### config.mk
export PLATFORM = sky130hd
export DESIGN_NAME = miriscv_prefetch_fetch_stage
export DESIGN_NICKNAME = d
export VERILOG_FILES = /design/src/rtl/miriscv_prefetch_fetch_stage.sv
export SDC_FILE = /design/constraint.sdc
export NUM_CORES = 1
export LEC_CHECK = 0
export CAP_MARGIN = 10
export CELL_PAD_IN_SITES_DETAIL_PLACEMENT = 1
export CELL_PAD_IN_SITES_GLOBAL_PLACEMENT = 2
export CORE_AREA = 2 2 246 248
export DETAILED_ROUTE_END_ITERATION = 10
export DIE_AREA = 0 0 248 250
export MAX_ROUTING_LAYER = met4
export PLACE_DENSITY = 0.64
export SYNTH_ARGS = -nofsm -noshare
export SYNTH_HDL_FRONTEND = slang
export SYNTH_SLANG_ARGS = --single-unit
### constraint.sdc
create_clock -name clk_i -period 10.8 [get_ports clk_i]
set_clock_uncertainty 0.1 [all_clocks]
set_input_delay 2.16 -clock clk_i [delete_from_list [all_inputs] [get_ports clk_i]]
set_output_delay 2.16 -clock clk_i [all_outputs]
set_load 0.01 [all_outputs]
### src/rtl/miriscv_prefetch_fetch_stage.sv
// Prefetch fetch stage: circular {pc, instr} buffer fed by in-order memory, flushed by kill/force.
// Define MIRISCV_PREFETCH_BYPASS_EN to forward a response to decode in the cycle it arrives into an empty buffer.
module miriscv_prefetch_fetch_stage #(
    parameter int unsigned FIFO_DEPTH      = 4,
    parameter int unsigned MAX_OUTSTANDING = 2,
    parameter int unsigned XLEN            = 32,
    parameter int unsigned ILEN            = 32
) (
    input  logic            clk_i,
    input  logic            arstn_i,

    input  logic            cu_kill_f_i,
    input  logic            cu_stall_f_i,
    input  logic            cu_force_f_i,
    input  logic [XLEN-1:0] cu_force_pc_i,
    output logic            f_stall_req_o,

    input  logic            instr_rvalid_i,
    input  logic [XLEN-1:0] instr_rdata_i,
    output logic            instr_req_o,
    output logic [XLEN-1:0] instr_addr_o,

    output logic [ILEN-1:0] f_instr_o,
    output logic [XLEN-1:0] f_current_pc_o,
    output logic [XLEN-1:0] f_next_pc_o,
    output logic            f_valid_o
);

    localparam int unsigned PTR_W = $clog2(FIFO_DEPTH);
    localparam int unsigned CNT_W = $clog2(FIFO_DEPTH + 1);
    // Headroom so back-to-back flushes can stack discarded requests on top of live ones.
    localparam int unsigned OUT_W = CNT_W + 4;
    localparam logic [OUT_W-1:0] DEPTH_LIM = OUT_W'(FIFO_DEPTH);
    localparam logic [OUT_W-1:0] MAX_LIM   = OUT_W'(MAX_OUTSTANDING);

    logic [XLEN-1:0]  pc_mem    [FIFO_DEPTH];
    logic [ILEN-1:0]  instr_mem [FIFO_DEPTH];
    logic [PTR_W-1:0] rd_ptr_q;
    logic [PTR_W-1:0] wr_ptr_q;
    logic [CNT_W-1:0] count_q;
    logic [OUT_W-1:0] outstanding_q;
    logic [OUT_W-1:0] discard_q;
    logic [XLEN-1:0]  fetch_pc_q;
    logic [XLEN-1:0]  resp_pc_q;
    logic             issue_en_q;

    logic             flush;
    logic             fifo_empty;
    logic             resp_accept;
    logic             bypass;
    logic             push;
    logic             pop;
    logic [OUT_W-1:0] live_out;
    logic [OUT_W-1:0] occ_ext;

    assign flush       = cu_kill_f_i | cu_force_f_i;
    assign fifo_empty  = (count_q == '0);
    assign live_out    = outstanding_q - discard_q;
    assign occ_ext     = OUT_W'(count_q);
    assign resp_accept = instr_rvalid_i & (discard_q == '0) & ~flush;

    assign instr_req_o  = issue_en_q & ~flush & (live_out < MAX_LIM)
                        & ((occ_ext + live_out) < DEPTH_LIM);
    assign instr_addr_o = fetch_pc_q;

`ifdef MIRISCV_PREFETCH_BYPASS_EN
    assign bypass = fifo_empty & resp_accept;
`else
    assign bypass = 1'b0;
`endif

    assign f_valid_o      = (~fifo_empty | bypass) & ~flush;
    assign f_current_pc_o = bypass ? resp_pc_q : pc_mem[rd_ptr_q];
    assign f_instr_o      = bypass ? instr_rdata_i[ILEN-1:0] : instr_mem[rd_ptr_q];
    assign f_next_pc_o    = f_current_pc_o + XLEN'(4);
    assign f_stall_req_o  = ~f_valid_o & ~flush;

    // A bypassed response consumed by decode never touches the buffer.
    assign pop  = f_valid_o & ~cu_stall_f_i & ~bypass;
    assign push = resp_accept & ~(bypass & ~cu_stall_f_i);

    always_ff @(posedge clk_i or negedge arstn_i) begin
        if (!arstn_i) begin
            rd_ptr_q      <= '0;
            wr_ptr_q      <= '0;
            count_q       <= '0;
            outstanding_q <= '0;
            discard_q     <= '0;
            fetch_pc_q    <= '0;
            resp_pc_q     <= '0;
            issue_en_q    <= 1'b0;
        end else begin
            outstanding_q <= outstanding_q + OUT_W'(instr_req_o) - OUT_W'(instr_rvalid_i);
            if (flush) begin
                rd_ptr_q  <= '0;
                wr_ptr_q  <= '0;
                count_q   <= '0;
                discard_q <= outstanding_q - OUT_W'(instr_rvalid_i);
            end else begin
                if (push) begin
                    wr_ptr_q <= wr_ptr_q + PTR_W'(1);
                end
                if (pop) begin
                    rd_ptr_q <= rd_ptr_q + PTR_W'(1);
                end
                count_q <= count_q + CNT_W'(push) - CNT_W'(pop);
                if (instr_rvalid_i && (discard_q != '0)) begin
                    discard_q <= discard_q - OUT_W'(1);
                end
            end
            // Issue stays off after reset until the control unit supplies a boot address.
            if (cu_force_f_i) begin
                fetch_pc_q <= cu_force_pc_i;
                resp_pc_q  <= cu_force_pc_i;
                issue_en_q <= 1'b1;
            end else begin
                if (instr_req_o) begin
                    fetch_pc_q <= fetch_pc_q + XLEN'(4);
                end
                if (resp_accept) begin
                    resp_pc_q <= resp_pc_q + XLEN'(4);
                end
            end
        end
    end

    always_ff @(posedge clk_i or negedge arstn_i) begin
        if (!arstn_i) begin
            for (int i = 0; i < FIFO_DEPTH; i++) begin
                pc_mem[i]    <= '0;
                instr_mem[i] <= '0;
            end
        end else if (push) begin
            pc_mem[wr_ptr_q]    <= resp_pc_q;
            instr_mem[wr_ptr_q] <= instr_rdata_i[ILEN-1:0];
        end
    end

endmodule

======== Word level (Yosys, flattened, before mapping) ========
Cells that the tools add are included.
word-level totals
  flip-flop bits (word level) ............. 342
  latch bits .............................. 0
  memory bits (writable) .................. 0
  ROM bits ................................ 0
  word-level logic and storage cells ...... 80
  memories ................................ 0
operators by class
  $add $sub $neg .......................... 13
  multipliers ............................. 0
  div/mod/pow operators ................... 0
  $lt $le $gt $ge ......................... 5
  eq/ne operators ......................... 0
  shift operators ......................... 0
  multiplexer cells ....................... 21
  bitwise operators ....................... 15
  reductions and logical operators ........ 10
operators by type and width
  operator                                                              number
  32-bit 2-to-1 mux                                                     9
  128-bit bitwise mux                                                   2
  32-bit binary-select mux with 2-bit select                            2
  32-bit by 3-bit adder with 32-bit output, second input constant       3
  32-bit demux with 2-bit select                                        1
  7-bit 2-to-1 mux                                                      2
  7-bit by 1-bit subtractor with 7-bit output                           2
  2-bit nonzero test                                                    5
  1-bit AND                                                             8
  2-bit 2-to-1 mux                                                      4
  3-bit by 7-bit adder with 7-bit output                                1
  7-bit by 1-bit adder with 7-bit output                                1
  7-bit logical NOT                                                     1
  7-bit by 2-bit < comparator with 1-bit output, second input constant  1
  7-bit by 3-bit < comparator with 1-bit output, second input constant  1
  7-bit nonzero test                                                    1
  7-bit by 1-bit subtractor with 7-bit output, second input constant    1
  7-bit subtractor                                                      1
  3-bit >= comparator, second input constant                            2
  2-bit inverter with 3-bit output                                      2
  2-bit by 1-bit adder with 2-bit output, second input constant         2
  1-bit inverter                                                        4
  3-bit by 1-bit adder with 3-bit output                                1
  3-bit logical NOT                                                     1
  other kinds (5)                                                       6

======== Logic depth before layout (Yosys ltp) ========
Gate-level depths: netlist of run 1.
  word-level depth ........................ 7
  depth in mapped cells ................... 20
  gate-level depth less buffers ........... 20

======== Least setup slack after synthesis of run 1 ========
OpenSTA, ideal clock, no wires.
  kind .................................... input to output
  from .................................... input cu_force_f_i
  to ...................................... output instr_req_o
  data arrival time ....................... 3.556 ns
  slack ................................... 4.984 ns
  stages .................................. 6
  path buffers ............................ 1
  path through ............................ buf_6 or4_1 a221oi_2 nor4b_2 o211ai_1 inv_1
on the way
  cells in the longest elaborated chain, start to end .. 5
ends and longest elaborated chain
  element                 line  RTL
  start, declared         14    input logic cu_force_f_i,
  1-bit bitwise OR        56    assign flush = cu_kill_f_i | cu_force_f_i;
  1-bit inverter          62    assign instr_req_o = issue_en_q & ~flush & (live_out < MAX_LIM)
  1-bit AND (2 in a row)  62
  1-bit AND               63    & ((occ_ext + live_out) < DEPTH_LIM);
  end, declared           20    output logic instr_req_o,
No other way between the ends.

======== Worst setup path in the final report of run 1 ========
  from .................................... register rd_ptr_q[0]
  to ...................................... output f_next_pc_o[15]
on the way
  cells in the longest elaborated chain, start to end .. 5
ends and longest elaborated chain
  element                                                 line  RTL
  start, declared                                         38    logic [PTR_W-1:0] rd_ptr_q;
  start signal, assigned                                  104   rd_ptr_q <= rd_ptr_q + PTR_W'(1);
  2-bit inverter with 3-bit output (implied by the code)  73    assign f_current_pc_o = bypass ? resp_pc_q : pc_mem[rd_ptr_q];
  32-bit binary-select mux with 2-bit select              73
  32-bit 2-to-1 mux (implied by the code) (2 in a row)    73
  32-bit by 3-bit adder with 32-bit output                75    assign f_next_pc_o = f_current_pc_o + XLEN'(4);
  end, declared                                           25    output logic [XLEN-1:0] f_next_pc_o,
No other way between the ends. The select of a mux whose other input is x is not followed.

==> results of run 1 <==
power breakdown:
part / internal (mW) / total (mW) / switching, mW
registers: 1.39 / 1.49 / 0.106
clock network: 0.922 / 1.50 / 0.580
logic: 0.476 / 0.977 / 0.501
layer usage:
metal / GRT usage (%) / vias to the layer above
li1: - / 5325
met1: 22.4 / 5987
met2: 25.5 / 189
met3: 3.09 / 54
met4: 3.39 / 0
met5: - / -
state kept, by name, indices dropped and copies added, names as in the netlist:
name	flops
wr_ptr_q	2
rd_ptr_q	2
outstanding_q	7
instr_addr_o	32
count_q	3
resp_pc_q	32
instr_mem	128
pc_mem	128
issue_en_q	1
discard_q	7
worst paths after layout:
path | startpoint | endpoint | cells after the start
max in group asynchronous | arstn_i | rd_ptr_q[1]$_DFFE_PN0P_ | 2
min | pc_mem[65]$_DFFE_PN0P_ | pc_mem[65]$_DFFE_PN0P_ | 2
min in group asynchronous | arstn_i | instr_mem[83]$_DFFE_PN0P_ | 1
max reg2reg | outstanding_q[0]$_DFF_PN0_ | outstanding_q[6]$_DFF_PN0_ | 21
max | rd_ptr_q[0]$_DFFE_PN0P_ | f_next_pc_o[15] | 7
min reg2reg | pc_mem[65]$_DFFE_PN0P_ | pc_mem[65]$_DFFE_PN0P_ | 2
stage by stage:
step	worst slack (ns)	instance area, sq um	std cells	util, %	power (mW)
after floorplan	4.98	17100	1376	-	2.07
after global placement	3.92	19800	2295	33.2	2.49
after detailed placement	3.90	19800	2295	33.2	2.50
after CTS	3.62	21200	2373	35.7	4.04
after global routing	3.50	21200	2373	35.7	4.20
final	3.90	21200	2373	35.7	3.97
kinds of logic (layout without fill, tap and decap cells):
kind of cell | count (synthesis) | in the layout
compound gates | 168 | 168
simple gates | 342 | 342
fa+ha+maj | 33 | 33
buf+inv | 125 | 340
flops | 342 | 342
xor+xnor | 78 | 78
mux | 288 | 288
worst min-delay path: cells and delay by family, from the launching register on:
family / cells / cell delay, ns
AO/OA/AOI/OAI: 1 / 0.06
AND/OR/NAND/NOR: 1 / 0.05
flip-flops: 1 / 0.33
layout by cell type, fill, tap and decap left out, drive strengths merged, types with 7 or more instances in the layout:
master	n
nand3	30
nand4	17
o21ai	74
or3	11
a21boi	8
nor3	29
clkdlybuf4s50	198
dfrtp	342
clkbuf	61
xnor2	59
nand2	121
a221o	15
buf	16
or2	7
inv	50
and2	7
nor4	12
mux4	64
mux2	221
xor2	19
and4	11
a21oi	32
nor2	53
nand2b	12
ha	30
and3	16
Yosys cell counts (3+ instances only):
master and instances:
sky130_fd_sc_hd__mux2_2 205, sky130_fd_sc_hd__nor2_1 52, sky130_fd_sc_hd__o21ai_1 4, sky130_fd_sc_hd__mux2_1 16, sky130_fd_sc_hd__nor2b_1 3, sky130_fd_sc_hd__nand2b_1 12, sky130_fd_sc_hd__nand4_1 15, sky130_fd_sc_hd__nor3b_1 5
sky130_fd_sc_hd__xor2_1 19, sky130_fd_sc_hd__and3_1 16, sky130_fd_sc_hd__mux2i_1 3, sky130_fd_sc_hd__o31ai_1 5, sky130_fd_sc_hd__or2_2 7, sky130_fd_sc_hd__nand2_1 117, sky130_fd_sc_hd__xnor2_1 59, sky130_fd_sc_hd__nand3_1 29
sky130_fd_sc_hd__and4_1 11, sky130_fd_sc_hd__buf_1 5, sky130_fd_sc_hd__inv_1 48, sky130_fd_sc_hd__clkbuf_1 30, sky130_fd_sc_hd__o22ai_1 6, sky130_fd_sc_hd__ha_1 30, sky130_fd_sc_hd__or3_1 11, sky130_fd_sc_hd__nor3_1 26
sky130_fd_sc_hd__nand2_2 4, sky130_fd_sc_hd__a21boi_0 7, sky130_fd_sc_hd__buf_6 4, sky130_fd_sc_hd__buf_2 31, sky130_fd_sc_hd__a221o_1 15, sky130_fd_sc_hd__a21o_1 4, sky130_fd_sc_hd__mux4_2 64, sky130_fd_sc_hd__o21ai_0 70
sky130_fd_sc_hd__and2_1 6, sky130_fd_sc_hd__nor4_2 3, sky130_fd_sc_hd__nor4_1 9, sky130_fd_sc_hd__fa_1 3, sky130_fd_sc_hd__buf_4 5, sky130_fd_sc_hd__a21oi_1 32, sky130_fd_sc_hd__dfrtp_1 342
area by class of cell:
class | count | share of cell area (%)
clock buffer | 61 | 5.67
timing repair buffer | 214 | 9.93
inverter | 48 | 0.848
tap | 782 | 4.61
multi-input combinational | 909 | 37.4
sequential | 342 | 40.3
clock inverter | 17 | 1.23
==> metrics.sh, run 1 <==
TIMING.SLEW.HEADROOM_PCT=35.6
SYN2LAYOUT_AREA_GROWTH_PCT=24.5
TIMING.CRITICAL_PATH.MAX_DELAY_FAMILY='buffers and inverters'
SLEW_VIOLATIONS=0
FP.DIEAREA_SQ_MM=0.0620
POSTROUTEANTENNANETS=0
RSZ0062_AT_GRT='no'
WORST_PATH_MAX_DELAY_CELL='sky130_fd_sc_hd__dfrtp_4'
CLOCK_INSERTION_DELAY_WORST_SKEW_NS=0.56
SETUP_VIOL=0
ROUTEDWLPERCELL_UM=20.6
WORST_IR_DROP_VDD_uV=106
MAXIMUM_NUMBER_OF_PINS_ON_ONE_NET_BEFORE_GLOBAL_ROUTE_REPAIR=97
SYNTH-SEQ-AREA-SHARE_PCT=50.2
SYN_AREA_SQ_MM=0.0171
SEQUENTIAL_CELL_AREA_SQ_MM=0.00857
SYNTH.LARGEST_AREA_CELL='sky130_fd_sc_hd__dfrtp_1'
DRCVIOLATIONCOUNT=0
CRIT_PATH_START_KIND='register'
CLOCK-ROOT-BUFFER='sky130_fd_sc_hd__clkbuf_16'
SYNTH_ASYNC_SR_FLOP_SHARE_PCT=100
SYNTH.DISTINCT_CELLS=72
ROUTE.DETAILED.VIAS_PER_INST=4.87
DETAILEDROUTE.FIRSTITERATIONVIOLATIONS=511
SYNTH_WARNINGS=0
POST_SYNTHESIS_COMPOUND_GATE_AREA_FRACTION_PCT=6.33
DP_HPWL_UM=33000
FINAL_PERIOD_MINUS_WORST_SETUP_SLACK_NS=6.90
START_TO_END_TYPE_OF_THE_WORST_SETUP_PATH='reg2out'
CORE-AREA_SQ_MM=0.0596
SYN-MEAN-INSTANCE-AREA_SQ_UM=12.4
TIGHTEST_SLEW_NS=0.967
CRITPATHBUFINV=2
SYNTH_SIMPLE_GATE_AREA_SHARE_PCT=10.4
FOOTPRINT_OF_THE_MULTI_INPUT_GATES_SQ_MM=0.00795
POSTSYNTHCELLCOUNT=1376
SYNTH_EDF_COUNT=0
POST_CTS_RESIZE_COUNT=0
TOTAL_LEAKAGE_POWER_nW=9.43
NFILLCELLS=6308
SYNTH.FF_LATCH_COUNT=342
FINAL.PERIOD_UTILIZATION_PCT=63.9
CTS.REPAIR_TIMING.SETUP_BUFFER_COUNT=0
FINISH.NET_COUNT=1660
GRT_FIRST_PASS_WIRELENGTH_UM=76600
M1_WIRE_LENGTH_UM=23500
REG2REG_SETUP_SLACK_NS=6.58
TRACK_USAGE_PCT=16.4
INITIAL_CORE_UTILIZATION_PCT=28.6
MAPPED_NETS=1479
POSTROUTEWIRELENGTH_UM=48900
PLACE.GP.CONGESTION=0.760
CELL_BREAKDOWN_OF_THE_CRITICAL_PATH='buf_4 -> mux4_2 -> nand4_1 -> nor3_1 -> and4_1 -> xor2_1 -> clkdlybuf4s50_1'
SYNTH_XOR_XNOR_AREA_SHARE_PCT=4.00
MUXSHAREOFSYNTHAREA_PCT=23.2
FIN_TNS_SETUP_NS=0
CLOCK_TREE.HTREE_LEVEL_COUNT=2
POST_SYNTH_MAIN_AREA_CONTRIBUTORS='sky130_fd_sc_hd__dfrtp_1 (50%), sky130_fd_sc_hd__mux2_2 (14%), sky130_fd_sc_hd__mux4_2 (8.4%), sky130_fd_sc_hd__xnor2_1 (3.0%), sky130_fd_sc_hd__nand2_1 (2.6%)'
CLOCK-SINKS=342
ROW_COUNT=90
YOSYSTOPAREACELLSHARE_PCT=50.2
WL_MET3_UM=2370
REQUIRED_TIME_AT_THE_WORST_SLACK_ENDPOINT_NS=8.54
CTS_MADE_BUFFERS=42
CRITPATHMAXFANOUT=39
CTS.REPORTEDPATHS.CLKPINSLEW_NS=0.06
FINALHOLDWORSTSLACK_NS=0.379
MAX_CAP_VIOLATIONS=0
MAX_FREQ_MHz=145
CTS_TREE='done'
HP-CLASS='reg2reg'
STATUS='finished clean'
SYNTH_FF_TYPE='sky130_fd_sc_hd__dfrtp_1'
P_PER_AREA_mW_PER_MM2=187
POST_ROUTE_CELLS_DRIVE_ABOVE_1_SHARE_PCT=23.9
SYNTH-ADDER-AREA-SHARE_PCT=2.55
CRIT_PATH_MAX_INCR_DELAY_NS=0.97
FINALHOLDVIOLATIONS=0
POSTCTSHOLDBUFS=0
DIE_H_UM=250
IO_BUFFER_COUNT=200
DESIGN.PORTCOUNT=201
ANTENNA_FOUND_INITIAL=0
DETAIL_ROUTE.FIRST_PASS.ITERATIONS=4
HIGHEST_ROUTED_METAL_LAYER='met4'
COUNT_OF_VIAS_PLACED_BY_THE_DETAILED_ROUTER=11600
WL_MET2_UM=22400
CRITICAL_PATH.ENDPOINT_TYPE='primary output'
CLOCK_PATH_BUFFERS=3
VIA_COUNT_OF_THE_FIRST_GLOBAL_ROUTING_PASS=12800
DIE_WIDTH_UM=248
ANTENNADIODECOUNT=0
GRT_REMAINING_OVERFLOW=0
CRITICAL_PATH_ARRIVAL_NS=4.64
SYNTH_TOP_FAMILY_BY_AREA='multiplexers'
(Power assumes the default switching activity.)
==> run 2, diff against run 1 <==
--- a/config.mk
+++ b/config.mk
@@ -12,7 +12,7 @@
 export DETAILED_ROUTE_END_ITERATION = 10
 export DIE_AREA = 0 0 248 250
 export MAX_ROUTING_LAYER = met4
-export PLACE_DENSITY = 0.64
+export PLACE_DENSITY = 0.66
 export SYNTH_ARGS = -nofsm -noshare
 export SYNTH_HDL_FRONTEND = slang
 export SYNTH_SLANG_ARGS = --single-unit
==> constraint.sdc (replaced) <==
create_clock -name clk_i -period 5.8 [get_ports clk_i]
set_clock_uncertainty 0.1 [all_clocks]
set_input_delay 1.16 -clock clk_i [delete_from_list [all_inputs] [get_ports clk_i]]
set_output_delay 1.16 -clock clk_i [all_outputs]
set_load 0.01 [all_outputs]
==> metrics.sh, run 2 (synthesis gave the netlist of run 1 again) <==
CRIT_PATH_MAX_INCR_DELAY_NS=0.87  # was 0.97 ns
SETUP_VIOL=0  # unchanged
CTS.REPORTEDPATHS.CLKPINSLEW_NS=0.06  # about the same
COUNT_OF_VIAS_PLACED_BY_THE_DETAILED_ROUTER=11600  # about the same
TIMING.SLEW.HEADROOM_PCT=40.1  # was 35.6%
DETAIL_ROUTE.FIRST_PASS.ITERATIONS=4  # unchanged
ROW_COUNT=90  # unchanged
VIA_COUNT_OF_THE_FIRST_GLOBAL_ROUTING_PASS=12900  # was 12800
LARGESTREGISTERS='instr_mem (128), pc_mem (128)'  # unchanged
TIMING.CRITICAL_PATH.MAX_DELAY_FAMILY='buffers and inverters'  # unchanged
START_TO_END_TYPE_OF_THE_WORST_SETUP_PATH='reg2out'  # unchanged
PLACED_STANDARD_CELL_AREA_SQ_MM=0.0199  # was 0.0198 sq mm
FIN_TNS_SETUP_NS=0  # unchanged
DRCVIOLATIONCOUNT=0  # unchanged
CLOCK_PATH_BUFFERS=3  # unchanged
CTS_MADE_BUFFERS=42  # unchanged
ROUTEDWLPERCELL_UM=20.5  # was 20.6 um
INITIAL_CORE_UTILIZATION_PCT=28.6  # unchanged
TIGHTEST_SLEW_NS=0.897  # was 0.967 ns
NFILLCELLS=6375  # was 6308
FINAL_CELL_MIX='sky130_fd_sc_hd__dfrtp_1 (340), sky130_fd_sc_hd__mux2_2 (205), sky130_fd_sc_hd__clkdlybuf4s50_1 (198), sky130_fd_sc_hd__nand2_1 (117), sky130_fd_sc_hd__o21ai_0 (70)'  # unchanged
REG2REG_SETUP_SLACK_NS=1.80  # was 6.58 ns
CRIT_PATH_START_KIND='register'  # unchanged
HP-CLASS='reg2reg'  # unchanged
MAX_FREQ_MHz=194
DIE_WIDTH_UM=248  # unchanged
IO_BUFFER_COUNT=200  # unchanged
FINAL.PERIOD_UTILIZATION_PCT=89.1
DETAILEDROUTE.FIRSTITERATIONVIOLATIONS=400  # was 511
FINAL_AREA_SQ_MM=0.0213  # was 0.0212 sq mm
WORST_IR_DROP_VDD_uV=224  # was 106 uV
SYN2LAYOUT_AREA_GROWTH_PCT=24.7  # was 24.5%
DESIGN.PORTCOUNT=201  # unchanged
FINALHOLDWORSTSLACK_NS=0.375  # was 0.379 ns
ROUTE.DETAILED.VIAS_PER_INST=4.88  # was 4.87
FINAL_PERIOD_MINUS_WORST_SETUP_SLACK_NS=5.17
WORST_PATH_MAX_DELAY_CELL='sky130_fd_sc_hd__dfrtp_4'  # unchanged
CTS_TREE='done'  # unchanged
ANTENNA_FOUND_INITIAL=1  # was 0
FP.DIEAREA_SQ_MM=0.0620  # unchanged
CLOCK-SINKS=342  # unchanged
POST_ROUTE_CELLS_DRIVE_ABOVE_1_SHARE_PCT=24.5  # was 23.9%
STATUS='finished clean'  # unchanged
CRITPATHBUFINV=3  # was 2
POST_CTS_RESIZE_COUNT=0  # unchanged
CLOCK-ROOT-BUFFER='sky130_fd_sc_hd__clkbuf_16'  # unchanged
MAX_CAP_VIOLATIONS=0  # unchanged
GRT_REMAINING_OVERFLOW=0  # unchanged
MAXIMUM_NUMBER_OF_PINS_ON_ONE_NET_BEFORE_GLOBAL_ROUTE_REPAIR=127  # was 97
CRIT_TOP_CELL='sky130_fd_sc_hd__buf_4'
CRITICAL_PATH_ARRIVAL_NS=3.91  # was 4.64 ns
CRITPATHMAXFANOUT=32  # was 39
RSZ0062_AT_GRT='no'  # unchanged
CLOCK_TREE.HTREE_LEVEL_COUNT=2  # unchanged
TRACK_USAGE_PCT=16.4  # about the same
GRT_FIRST_PASS_WIRELENGTH_UM=76500  # was 76600 um
FINISH.NET_COUNT=1668  # was 1660
P_PER_AREA_mW_PER_MM2=342  # was 187 mW/mm^2
CRITICAL_PATH.ENDPOINT_TYPE='primary output'  # unchanged
CORE-AREA_SQ_MM=0.0596  # unchanged
FIN_TOTAL_PWR_mW=7.29  # was 3.97 mW
FINALHOLDVIOLATIONS=0  # unchanged
SLEW_VIOLATIONS=0  # unchanged
REQUIRED_TIME_AT_THE_WORST_SLACK_ENDPOINT_NS=4.54  # was 8.54 ns
POSTROUTEANTENNANETS=0  # unchanged
DP_HPWL_UM=33000  # about the same
CELL_BREAKDOWN_OF_THE_CRITICAL_PATH='buf_4 -> mux4_2 -> nand3_1 -> nor3_1 -> buf_4 -> and4_1 -> xor2_1 -> clkdlybuf4s50_1'  # was buf_4 -> mux4_2 -> nand4_1 -> nor3_1 -> and4_1 -> xor2_1 -> clkdlybuf4s50_1
POSTROUTEWIRELENGTH_UM=48700  # was 48900 um
CLOCK_INSERTION_DELAY_WORST_SKEW_NS=0.57  # was 0.56 ns
PLACE.GP.CONGESTION=0.770  # was 0.760
ANTENNADIODECOUNT=0  # unchanged
TOTAL_LEAKAGE_POWER_nW=9.47  # was 9.43 nW
MOST_COMMON_LIBRARY_CELL_IN_THE_LAYOUT_IGNORING_FILL_AND_TAPS='sky130_fd_sc_hd__dfrtp_1'  # unchanged
DIE_H_UM=250  # unchanged
POSTCTSHOLDBUFS=0  # unchanged
CTS.REPAIR_TIMING.SETUP_BUFFER_COUNT=0  # unchanged
-- run 2: cell types whose count changed in the layout (fill, tap and decap cells not counted) --
cell / previous run / this run
sky130_fd_sc_hd__clkbuf_8: 6 / 9
sky130_fd_sc_hd__buf_4: 15 / 21
sky130_fd_sc_hd__buf_12: 0 / 2
sky130_fd_sc_hd__bufinv_16: 6 / 3
sky130_fd_sc_hd__clkinvlp_4: 3 / 2
sky130_fd_sc_hd__clkinv_2: 6 / 10
sky130_fd_sc_hd__clkbuf_1: 12 / 8
-- run 2: worst reg2reg max path: stages, from the launching register on --
cell and delay, ns:
sky130_fd_sc_hd__dfrtp_1 0.35, sky130_fd_sc_hd__inv_1 0.07, sky130_fd_sc_hd__ha_1 0.18, sky130_fd_sc_hd__inv_1 0.06, sky130_fd_sc_hd__fa_1 0.44, sky130_fd_sc_hd__xnor2_1 0.26, sky130_fd_sc_hd__inv_1 0.08, sky130_fd_sc_hd__ha_1 0.27
sky130_fd_sc_hd__nor2_1 0.10, sky130_fd_sc_hd__nand4_1 0.14, sky130_fd_sc_hd__nor4b_2 0.31, sky130_fd_sc_hd__o211ai_1 0.15, sky130_fd_sc_hd__inv_1 0.19, sky130_fd_sc_hd__ha_1 0.25, sky130_fd_sc_hd__fa_1 0.22, sky130_fd_sc_hd__nor2b_1 0.14
sky130_fd_sc_hd__o21a_1 0.15, sky130_fd_sc_hd__o21bai_1 0.08, sky130_fd_sc_hd__a21oi_1 0.15, sky130_fd_sc_hd__nor2_1 0.06, sky130_fd_sc_hd__xnor2_1 0.12
-- run 2: area by class of cell --
| class | instances | area (sq um) | share of cell area [%] |
|---|---|---|---|
| clock buffer | 60 | 1230 | 5.78 |
| sequential | 342 | 8570 | 40.3 |
| multi-input combinational | 909 | 7950 | 37.3 |
| clock inverter | 17 | 184 | 0.864 |
| tap | 782 | 978 | 4.60 |
| inverter | 48 | 180 | 0.847 |
| timing repair buffer | 222 | 2190 | 10.3 |
-- run 2: path summary, 6_finish.rpt --
path,from,endpoint,depth (start not counted)
worst min register to register,pc_mem[32]$_DFFE_PN0P_,pc_mem[32]$_DFFE_PN0P_,2
max in group asynchronous,arstn_i,discard_q[1]$_DFFE_PN0P_,2
worst max-delay path,rd_ptr_q[0]$_DFFE_PN0P_,f_next_pc_o[15],8
worst min-delay path,pc_mem[32]$_DFFE_PN0P_,pc_mem[32]$_DFFE_PN0P_,2
worst max register to register,outstanding_q[0]$_DFF_PN0_,outstanding_q[6]$_DFF_PN0_,20
min in group asynchronous,arstn_i,instr_mem[83]$_DFFE_PN0P_,1
-- run 2: through the flow --
| stage | util (%) | std cells | worst slack, ns |
|---|---|---|---|
| after global routing | 35.7 | 2380 | 0.283 |
| after CTS | 35.7 | 2380 | 0.428 |
| after global placement | 33.4 | 2303 | 1.07 |
| after floorplan | - | 1376 | 1.98 |
| final | 35.7 | 2380 | 0.635 |
| after detailed placement | 33.4 | 2303 | 1.04 |
-- run 2: power by group --
| part | leakage (nW) | internal [mW] | switching [mW] | total, mW |
|---|---|---|---|---|
| clock network | 0.700 | 1.61 | 1.07 | 2.69 |
| logic | 4.17 | 0.887 | 0.938 | 1.83 |
| registers | 4.60 | 2.58 | 0.197 | 2.78 |
| total | 9.47 | 5.08 | 2.21 | 7.29 |
-- run 2: routing by layer --
layer  track usage, %  up-vias  routed length (um)
li1                 -     5339                   -
met2             25.4      211               22400
met1             21.8     6005               22900
met3             3.48       57                2640
met5                -        -                   0
met4             3.83        0                 775
==> run 3, diff against run 2 <==
--- a/config.mk
+++ b/config.mk
@@ -13,6 +13,7 @@
 export DIE_AREA = 0 0 248 250
 export MAX_ROUTING_LAYER = met4
 export PLACE_DENSITY = 0.66
+export SLEW_MARGIN = 25
 export SYNTH_ARGS = -nofsm -noshare
 export SYNTH_HDL_FRONTEND = slang
 export SYNTH_SLANG_ARGS = --single-unit
==> results of run 3 <==
Same layout as run 2: the final DEF is identical, and so are final timing and power.
